### src/rtl/frame_pad_pkg.sv
// Shared definitions for the frame border-padding path: FSM states and
// default frame geometry.
package isp_pkg;

  localparam int WIDTH_DEF    = 320;
  localparam int HEIGHT_DEF   = 240;
  localparam int PADDED_WORDS = (WIDTH_DEF + 2) * (HEIGHT_DEF + 2);

  typedef enum logic [2:0] {
    ST_IDLE,
    ST_TOP,
    ST_LEFT,
    ST_BODY,
    ST_RIGHT,
    ST_BOTTOM,
    ST_DONE
  } pad_state_t;

  function automatic int padded_words(input int w, input int h);
    return (w + 2) * (h + 2);
  endfunction

endpackage

### src/rtl/frame_pad_counter.sv
// Raster position over the bordered frame: col sweeps 0..WIDTH+1, then row
// advances; both wrap to zero after the last word of the frame.
module pad_counter import isp_pkg::*; #(
  parameter int WIDTH  = WIDTH_DEF,
  parameter int HEIGHT = HEIGHT_DEF,
  parameter int CW     = $clog2(WIDTH + 2),
  parameter int RW     = $clog2(HEIGHT + 2)
) (
  input  logic          clk_i,
  input  logic          rst_ni,
  input  logic          clr_i,
  input  logic          en_i,
  output logic [CW-1:0] col_o,
  output logic [RW-1:0] row_o,
  output logic          col_last_o,
  output logic          row_last_o
);

  localparam logic [CW-1:0] COL_MAX = CW'(WIDTH + 1);
  localparam logic [RW-1:0] ROW_MAX = RW'(HEIGHT + 1);

  logic [CW-1:0] col_q, col_d;
  logic [RW-1:0] row_q, row_d;

  assign col_last_o = (col_q == COL_MAX);
  assign row_last_o = (row_q == ROW_MAX);
  assign col_o      = col_q;
  assign row_o      = row_q;

  always_comb begin
    col_d = col_q;
    row_d = row_q;
    if (clr_i) begin
      col_d = '0;
      row_d = '0;
    end else if (en_i) begin
      if (col_last_o) begin
        col_d = '0;
        row_d = row_last_o ? '0 : row_q + 1'b1;
      end else begin
        col_d = col_q + 1'b1;
      end
    end
  end

  always_ff @(posedge clk_i or negedge rst_ni) begin
    if (!rst_ni) begin
      col_q <= '0;
      row_q <= '0;
    end else begin
      col_q <= col_d;
      row_q <= row_d;
    end
  end

endmodule

### src/rtl/frame_pad.sv
// Wraps each WIDTH x HEIGHT camera frame in a one-word PAD_VALUE border and
// feeds the bus write FIFO, stalling the camera on border words or FIFO afull.
module frame_pad import isp_pkg::*; #(
  parameter int                WIDTH     = WIDTH_DEF,
  parameter int                HEIGHT    = HEIGHT_DEF,
  parameter int                DATA_W    = 32,
  parameter logic [DATA_W-1:0] PAD_VALUE = '0
) (
  input  logic              d5m_clk,
  input  logic              reset_n,
  input  logic              start,
  input  logic [DATA_W-1:0] pix_data,
  input  logic              pix_valid,
  output logic              pix_ready,
  input  logic              wr_afull,
  output logic [DATA_W-1:0] oData,
  output logic              oValid,
  output logic              busy,
  output logic              frame_done
);

  localparam int CW = $clog2(WIDTH + 2);
  localparam int RW = $clog2(HEIGHT + 2);
  localparam logic [CW-1:0] COL_BODY_END = CW'(WIDTH);
  localparam logic [RW-1:0] ROW_BODY_END = RW'(HEIGHT);

  pad_state_t        state_q, state_d;
  logic [DATA_W-1:0] odata_q, word_d;
  logic              ovalid_q, done_q;
  logic              adv, emit, clr;
  logic [CW-1:0]     col;
  logic [RW-1:0]     row;
  logic              col_last, row_last;

  assign adv = !wr_afull;

  pad_counter #(
    .WIDTH  (WIDTH),
    .HEIGHT (HEIGHT),
    .CW     (CW),
    .RW     (RW)
  ) u_cnt (
    .clk_i      (d5m_clk),
    .rst_ni     (reset_n),
    .clr_i      (clr),
    .en_i       (emit),
    .col_o      (col),
    .row_o      (row),
    .col_last_o (col_last),
    .row_last_o (row_last)
  );

  // The counter tracks the raster position of the next word; state only
  // selects the word source and the stall rule.
  always_comb begin
    state_d = state_q;
    emit    = 1'b0;
    clr     = 1'b0;
    word_d  = PAD_VALUE;
    unique case (state_q)
      ST_IDLE: begin
        if (start) begin
          state_d = ST_TOP;
          clr     = 1'b1;
        end
      end
      ST_TOP: begin
        if (adv) begin
          emit = 1'b1;
          if (col_last) state_d = ST_LEFT;
        end
      end
      ST_LEFT: begin
        if (adv) begin
          emit    = 1'b1;
          state_d = ST_BODY;
        end
      end
      ST_BODY: begin
        if (adv && pix_valid) begin
          emit   = 1'b1;
          word_d = pix_data;
          if (col == COL_BODY_END) state_d = ST_RIGHT;
        end
      end
      ST_RIGHT: begin
        if (adv) begin
          emit    = 1'b1;
          state_d = (row == ROW_BODY_END) ? ST_BOTTOM : ST_LEFT;
        end
      end
      ST_BOTTOM: begin
        if (adv) begin
          emit = 1'b1;
          if (col_last && row_last) state_d = ST_DONE;
        end
      end
      ST_DONE: state_d = ST_IDLE;
      default: state_d = ST_IDLE;
    endcase
  end

  assign pix_ready  = (state_q == ST_BODY) && adv;
  assign busy       = (state_q != ST_IDLE);
  assign oData      = odata_q;
  assign oValid     = ovalid_q;
  assign frame_done = done_q;

  always_ff @(posedge d5m_clk or negedge reset_n) begin
    if (!reset_n) begin
      state_q  <= ST_IDLE;
      odata_q  <= '0;
      ovalid_q <= 1'b0;
      done_q   <= 1'b0;
    end else begin
      state_q  <= state_d;
      ovalid_q <= emit;
      done_q   <= (state_q == ST_DONE);
      if (emit) odata_q <= word_d;
    end
  end

endmodule

### config.mk
export PLATFORM = sky130hd
export DESIGN_NAME = frame_pad
export DESIGN_NICKNAME = d
export VERILOG_FILES = /design/src/rtl/frame_pad_pkg.sv /design/src/rtl/frame_pad_counter.sv /design/src/rtl/frame_pad.sv
export SDC_FILE = /design/constraint.sdc
export NUM_CORES = 1
export LEC_CHECK = 0
export ABC_CLOCK_PERIOD_IN_PS = 4100
export BUFFER_PORTS_ARGS = -buffer_cell sky130_fd_sc_hd__buf_2
export CAP_MARGIN = 20
export CORE_ASPECT_RATIO = 1.2
export CORE_UTILIZATION = 37
export CTS_CLUSTER_SIZE = 24
export DETAILED_ROUTE_END_ITERATION = 10
export PLACE_DENSITY_LB_ADDON = 0.2
export SKIP_LAST_GASP = 1
export SLEW_MARGIN = 5
export SYNTH_ARGS = -nofsm -noshare
export SYNTH_HDL_FRONTEND = slang
export SYNTH_SLANG_ARGS = --single-unit
export TNS_END_PERCENT = 5
### constraint.sdc
create_clock -name d5m_clk -period 4.1 [get_ports d5m_clk]
set_input_delay 0.41 -clock d5m_clk [delete_from_list [all_inputs] [get_ports d5m_clk]]
set_output_delay 0.41 -clock d5m_clk [all_outputs]
set_load 0.05 [all_outputs]
==> results.yml, run 1 <==
synthesis:
  post_synth.cell_area_avg_um2: 10.83
  async_flop_share: 1.000
  synth.net_count: 271
  synth.ff_latch_count: 54
  postSynth.topFlopCell: "dfrtp_1"
  synth_edf_count: 0
  synth.area.top_cells: "dfrtp_1 55%, a22o_1 11%, o21ai_0 3.9%, ha_1 3.0%, nand2_1 2.4%"
  yosysWarningCount: 0
  synth_sequential_area_ratio: 0.5471
  synth_top_area_cell: "dfrtp_1"
  ys_types: 35
  synth_cells: 228
  yosys.area.top_type_share: 0.5471
  yosys-top-cells-count: "54 x dfrtp_1, 32 x a22o_1, 19 x o21ai_0"
  count_leader_synth: "dfrtp_1"
  syn_area_mm2: 0.002470
global_routing:
  grt_pass1_wl_mm: 9.315
  grt_max_degree: 55
  groute.usage.overall: 0.1664
  first_global_vias: 1912
  number_of_antenna_violations_at_the_first_check_in_global_routing: 0
  aggregate_global_routing_overflow: 0
finish:
  antenna_cells: 0
  fillCellCount: 624
  layout-area-overhead-vs-synth_pct: 22.34
  area.sequential_mm2: 0.001351
  fin_util: 0.4688
  multi_input_area_mm2: 0.001017
  post_route_cells_drive_above_1_share: 0.3010
  num-nets-final: 341
  finalInstanceArea_mm2: 0.003022
worst_setup_path:
  r2r_cells: 5
  critical_path.endpoint: "u_cnt.col_o[4]"
  worstSetupPathType: "register to register"
  regToRegEndpoint: "u_cnt.col_o[4]"
  cp_common_cell: "a21oi_1"
  regToRegStartpoint: "state_q[1]"
  critical-path-max-stage-delay_ns: 0.66
  start_kind: "register"
  cp.arrival_ns: 2.39
  critical_path.startpoint: "state_q[1]"
  timing.critical_path.depth: 5
  cp_top_family: "compound AO/OA/AOI/OAI gates"
  cp_slowest_cell: "a21oi_1"
  cp_num_buf_inv: 0
  r2r_slack_ns: 1.95
  worst_ep_required_time_ns: 4.34
  path_cells: "nor3_1 > nor2_1 > a21oi_1 > o21ai_0 > a21oi_1"
  critical_path.max_fanout: 12
  critical_path.endpoint_type: "register"
placed_design:
  placement.io_buffers: 72
  preCtsSetupSlack_ns: 1.906
  gp_routability_congestion: 0.7832
  place_area_mm2: 0.002899
  dp_hpwl_mm: 3.780
floorplanning:
  design.portCount: 73
  die-width_um: 76.59
  floorplan.die_area_mm2: 0.007008
  floorplan.rows: 32
  coreArea_mm2: 0.006446
  chipHeight_um: 91.50
  start_util: 0.3832
timing:
  tightestPinTransition_ns: 0.7695
  grt_setup_unrepaired: "no"
  slew_viol_final: 0
  layout_min_cycle_time_ns: 2.146
  final-hold-violation-count: 0
  post-route-worst-setup-slack_ns: 1.954
  setup-tns-final_ns: 0
  layout_worst_path_cycle_share: 0.5234
  finClkSkew_ns: 0.009824
  max_slew_margin: 0.4870
  setup_viol: 0
  timing.fmax_mhz: 466.0
clock_network:
  post-cts-setup-buffers: 0
  root_cell_of_the_clock_tree: "clkbuf_8"
  cts_tree: "done"
  worst_skew_pair.late_latency_ns: 0.31
  tritoncts.num_buffers: 5
  cts_resized: 0
  clkTransAtPathRegs_ns: 0.10
  post_cts_hold_buffer_count: 0
  cts_buffer_depth: 2
  clkSinkCount: 54
  clock_tree.htree_level_count: 2
power:
  p_leak_nw: 1.462
  max_vdd_drop_mv: 0.2841
  power.density_mw_per_mm2: 655.7
outcome:
  run_status: "finished clean"
route:
  antenna_left: 0
  wl_per_cell_um: 14.19
  totalWireLength_mm: 5.449
  route.detailed.drc: 0
  drt_iter0_drc: 93
  routed-via-count: 1990
  drt-vias-per-instance: 5.182
  1st_pass_router_iterations: 4
run:
  maxCapViolCount: 0
worst_hold_path:
  worstHoldPathType: "input port to async pin"
[worst reg2reg max path, delay by kind of cell (launching register included)]
| kind | cells | cell delay, ns |
|---|---|---|
| simple gates | 2 | 0.55 |
| flops | 1 | 0.50 |
| compound gates | 3 | 1.04 |
[sequential cells by signal, indices dropped and copies added (netlist names)]
| register | cells |
|---|---|
| oValid | 1 |
| u_cnt.row_o | 8 |
| state_q | 3 |
| oData | 32 |
| u_cnt.col_o | 9 |
| frame_done | 1 |
[report_power, final]
group	switching [mW]	internal [mW]
Sequential	0.103	0.674
Clock	0.187	0.124
Combinational	0.649	0.245
Total	0.938	1.04
[per-stage QoR]
step / total power, mW / hold WS, ns / cells
floorplan: 1.459 / 0.1144 / 228
CTS: 1.990 / 0.2431 / 383
detailed placement: 1.675 / 0.4854 / 375
global placement: 1.665 / 0.4819 / 375
global route: 2.088 / 0.2932 / 384
finish: 1.981 / 0.2211 / 384
[worst min path at each step]
| stage | slack, ns | cells after the start | to |
|---|---|---|---|
| 2_1_floorplan | 0.11 | 0 | frame_done |
| 3_3_place_gp | 0.48 | 1 | oData[5] |
| 3_5_place_dp | 0.49 | 1 | oData[21] |
| 4_1_cts | 0.24 | 2 | u_cnt.row_o[2] |
| 5_1_grt | 0.29 | 2 | oData[27] |
| 6_report | 0.22 | 2 | state_q[0] |
[per-layer routing]
| metal | track usage | vias up | part of all wire |
|---|---|---|---|
| met2 | 0.2590 | 58 | 0.45 |
| met1 | 0.2288 | 951 | 0.48 |
| met4 | 0.05128 | 0 | 0.011 |
| li1 | - | 975 | - |
| met5 | 0 | - | 0 |
| met3 | 0.03920 | 6 | 0.057 |
[cells by family (layout without fill, tap and decap cells)]
family | count (synthesis) | count (layout) | share of synthesized area
and+or+nand+nor | 64 | 64 | 0.1464
buffers and inverters | 25 | 96 | 0.04103
xor gates and xnor gates | 2 | 2 | 0.007093
adders and majority gates | 6 | 6 | 0.03039
DFF | 54 | 54 | 0.5471
AOI/OAI and AO/OA | 77 | 77 | 0.2280
[cells in the final DEF (no fill, tap or decap), drive strengths merged, types with 2 or more instances in the layout]
cell type  synthesis  layout
nand3              9       9
nand2             16      16
dfrtp             54      54
and2               2       2
nand3b             2       2
nor3               4       4
o211ai             5       5
nand4b             3       3
nor2b              4       4
o21ai             21      21
a21oi             10      10
or3                4       4
o31ai              5       5
and3               3       3
a22o              32      32
nor2              11      11
inv               13      13
or4                2       2
ha                 6       6
clkinv             0       3
clkbuf             6       5
xnor2              2       2
buf                6      75
[layout make-up]
class | instances | share of cell area
Sequential cell | 54 | 0.4472
Multi-Input combinational cell | 149 | 0.3366
Timing Repair Buffer | 75 | 0.1333
Tap cell | 85 | 0.03520
Clock buffer | 5 | 0.02277
Inverter | 13 | 0.01615
Clock inverter | 3 | 0.008696
(Power assumes the default switching activity.)
==> run 2, diff against run 1 <==
ABC_CLOCK_PERIOD_IN_PS = 2100   (was 4100)
clock period = 2.1 ns   (was 4.1 ns; I/O delays follow)
==> run 2 against run 1 <==
  * Clock-buffer cell count did not move
  * Utilization grew 1.3 points
  * Die area unchanged
  * Sequential share of layout area decreased by 1.2 points
  * Critical path type unchanged
  * Cell count is 1.8% higher
  * Clock skew grew 0.0018 ns
  * Hold slack worse by 0.11 ns
  * Maximum frequency rose by 7.5%
  * Clock power up 130%
  * First-iteration DRC count shrank 22%
  * Combinational power is 99% higher
==> results.yml, run 2 (same netlist as run 1, synthesis figures left out) <==
outcome:
  run_status: "finished clean"
power:
  max_vdd_drop_mv: 0.5856
  pwr-share-comb: 0.445
  cellInternalPower_mw: 2.173
  p_leak_nw: 1.507
  p_sw_frac: 0.4557
  power_frac_seq: 0.376
  net_switching_power_mw: 1.819
  pwr-share-clk: 0.178
  power.density_mw_per_mm2: 1286
floorplanning:
  chipHeight_um: 91.50
  floorplan.rows: 32
  die-width_um: 76.59
  coreArea_mm2: 0.006446
  start_util: 0.3832
  floorplan.die_area_mm2: 0.007008
  design.portCount: 73
route:
  routed-via-count: 2034
  drt-vias-per-instance: 5.202
  totalWireLength_mm: 5.277
  antenna_left: 0
  drt_iter0_drc: 73
  route.detailed.drc: 0
  1st_pass_router_iterations: 4
  wl_per_cell_um: 13.50
clock_network:
  clock_tree.htree_level_count: 2
  worst_skew_pair.late_latency_ns: 0.31
  root_cell_of_the_clock_tree: "clkbuf_8"
  post-cts-setup-buffers: 0
  cts_buffer_depth: 2
  clkTransAtPathRegs_ns: 0.11
  clkSinkCount: 54
  cts_tree: "done"
  tritoncts.num_buffers: 5
worst_setup_path:
  path_cells: "inv_1 > ha_1 > or4bb_1 > o211ai_1 > o211ai_1 > a221oi_1 > a21oi_1"
  critical_path.endpoint_type: "register"
  critical-path-max-stage-delay_ns: 0.51
  cp_common_cell: "o211ai_1"
  cp.arrival_ns: 2.18
  critical_path.max_fanout: 4
  worst_ep_required_time_ns: 2.28
  worstSetupPathType: "register to register"
  start_kind: "register"
  cp_slowest_cell: "or4bb_1"
timing:
  setup_viol: 0
  setup-tns-final_ns: 0
  tightestPinTransition_ns: 0.5721
  max_slew_margin: 0.6168
  layout_min_cycle_time_ns: 1.996
  layout_worst_path_cycle_share: 0.9506
  finClkSkew_ns: 0.01165
  grt_setup_unrepaired: "yes"
  final-hold-violation-count: 0
  slew_viol_final: 0
  timing.fmax_mhz: 500.9
global_routing:
  number_of_antenna_violations_at_the_first_check_in_global_routing: 0
  grt_pass1_wl_mm: 9.349
  aggregate_global_routing_overflow: 0
  grt_max_degree: 55
  groute.usage.overall: 0.1663
  first_global_vias: 2011
placed_design:
  placement.io_buffers: 72
  dp_hpwl_mm: 3.733
  gp_routability_congestion: 0.8284
  place_area_mm2: 0.002975
finish:
  fin_util: 0.4818
  layout.cells.most_common_list: "72 x buf_2, 54 x dfrtp_1, 32 x a22o_1"
  layout-area-overhead-vs-synth_pct: 25.73
  layout_commonest_cell: "buf_2"
  area.sequential_mm2: 0.001351
  antenna_cells: 0
  multi_input_area_mm2: 0.001032
  fillCellCount: 620
  num-nets-final: 348
  finalInstanceArea_mm2: 0.003105
  post_route_cells_drive_above_1_share: 0.3203
  largest_register_ffs: 32
worst_hold_path:
  worstHoldPathType: "input port to register"
run:
  maxCapViolCount: 0
==> run 2: cell count changes in the layout (fill, tap and decap cells not counted) <==
cell / previous run / this run
bufinv_16: 0 / 1
nor3_4: 0 / 1
dlygate4sd3_1: 0 / 1
a21oi_2: 0 / 1
inv_6: 0 / 1
a21oi_1: 10 / 9
clkinv_4: 3 / 1
buf_4: 2 / 8
buf_12: 0 / 1
buf_16: 1 / 0
nor3_1: 4 / 3
==> run 2: per-layer routing <==
metal / track usage / up-vias / part of all wire
met4: 0.05288 / 0 / 0.014
met1: 0.2090 / 987 / 0.47
met3: 0.03417 / 5 / 0.049
met2: 0.2845 / 57 / 0.47
li1: - / 985 / -
met5: 0 / - / 0
==> run 2: worst paths after layout <==
check	from	endpoint	cells after the start	slack (ns)
max	u_cnt.row_o[1]	state_q[0]	7	0.10
min	pix_data[4]	oData[4]	2	0.11
max reg2reg	u_cnt.row_o[1]	state_q[0]	7	0.10
min reg2reg	u_cnt.row_o[6]	u_cnt.row_o[6]	1	0.50
max in group asynchronous	reset_n	oData[3]	3	1.44
min in group asynchronous	reset_n	oData[26]	3	0.43
==> run 2: repair_timing <==
| item | 4_1_cts | 5_1_grt |
|---|---|---|
| hold buffers | 1 | 0 |
| hold endpoints to repair | 54 | 0 |
| resized for setup | 0 | 1 |
| setup endpoints to repair | 0 | 7 |
==> run 2: area by class of cell <==
cell class              instances  area share
inverters                      13     0.01571
flip-flops and latches         54      0.4351
clock inverters                 3     0.01531
clock buffers                   5     0.02216
multi-input cells             149      0.3324
well taps                      85     0.03425
repair buffers                 82      0.1450
==> run 2: power groups by stage <==
stage | clock network [mW] | logic [mW] | registers, mW
floorplan | 0 | 0.575 | 2.29
global placement | 0 | 1.78 | 1.51
detailed placement | 0 | 1.79 | 1.52
CTS | 0.744 | 1.80 | 1.50
global route | 0.784 | 1.90 | 1.54
finish | 0.712 | 1.78 | 1.50
==> run 2: through the flow <==
step	worst slack (ns)	std cells	power [mW]	hold slack (ns)
after detailed placement	0.06396	382	3.310	0.2305
after global routing	-0.07383	391	4.223	0.09506
after CTS	0.05648	391	4.040	0.1005
after global placement	0.1284	382	3.293	0.2308
after floorplan	0.1848	228	2.861	-0.08559
final	0.1037	391	3.992	0.1086
==> run 2: critical path: cells and delay by family, from the launching register on <==
kind	cells	cell delay (ns)
flip-flops	1	0.42
buffers and inverters	1	0.08
adder cells (fa/ha/maj)	1	0.13
AND/OR/NAND/NOR	1	0.51
AO/OA/AOI/OAI	4	0.73
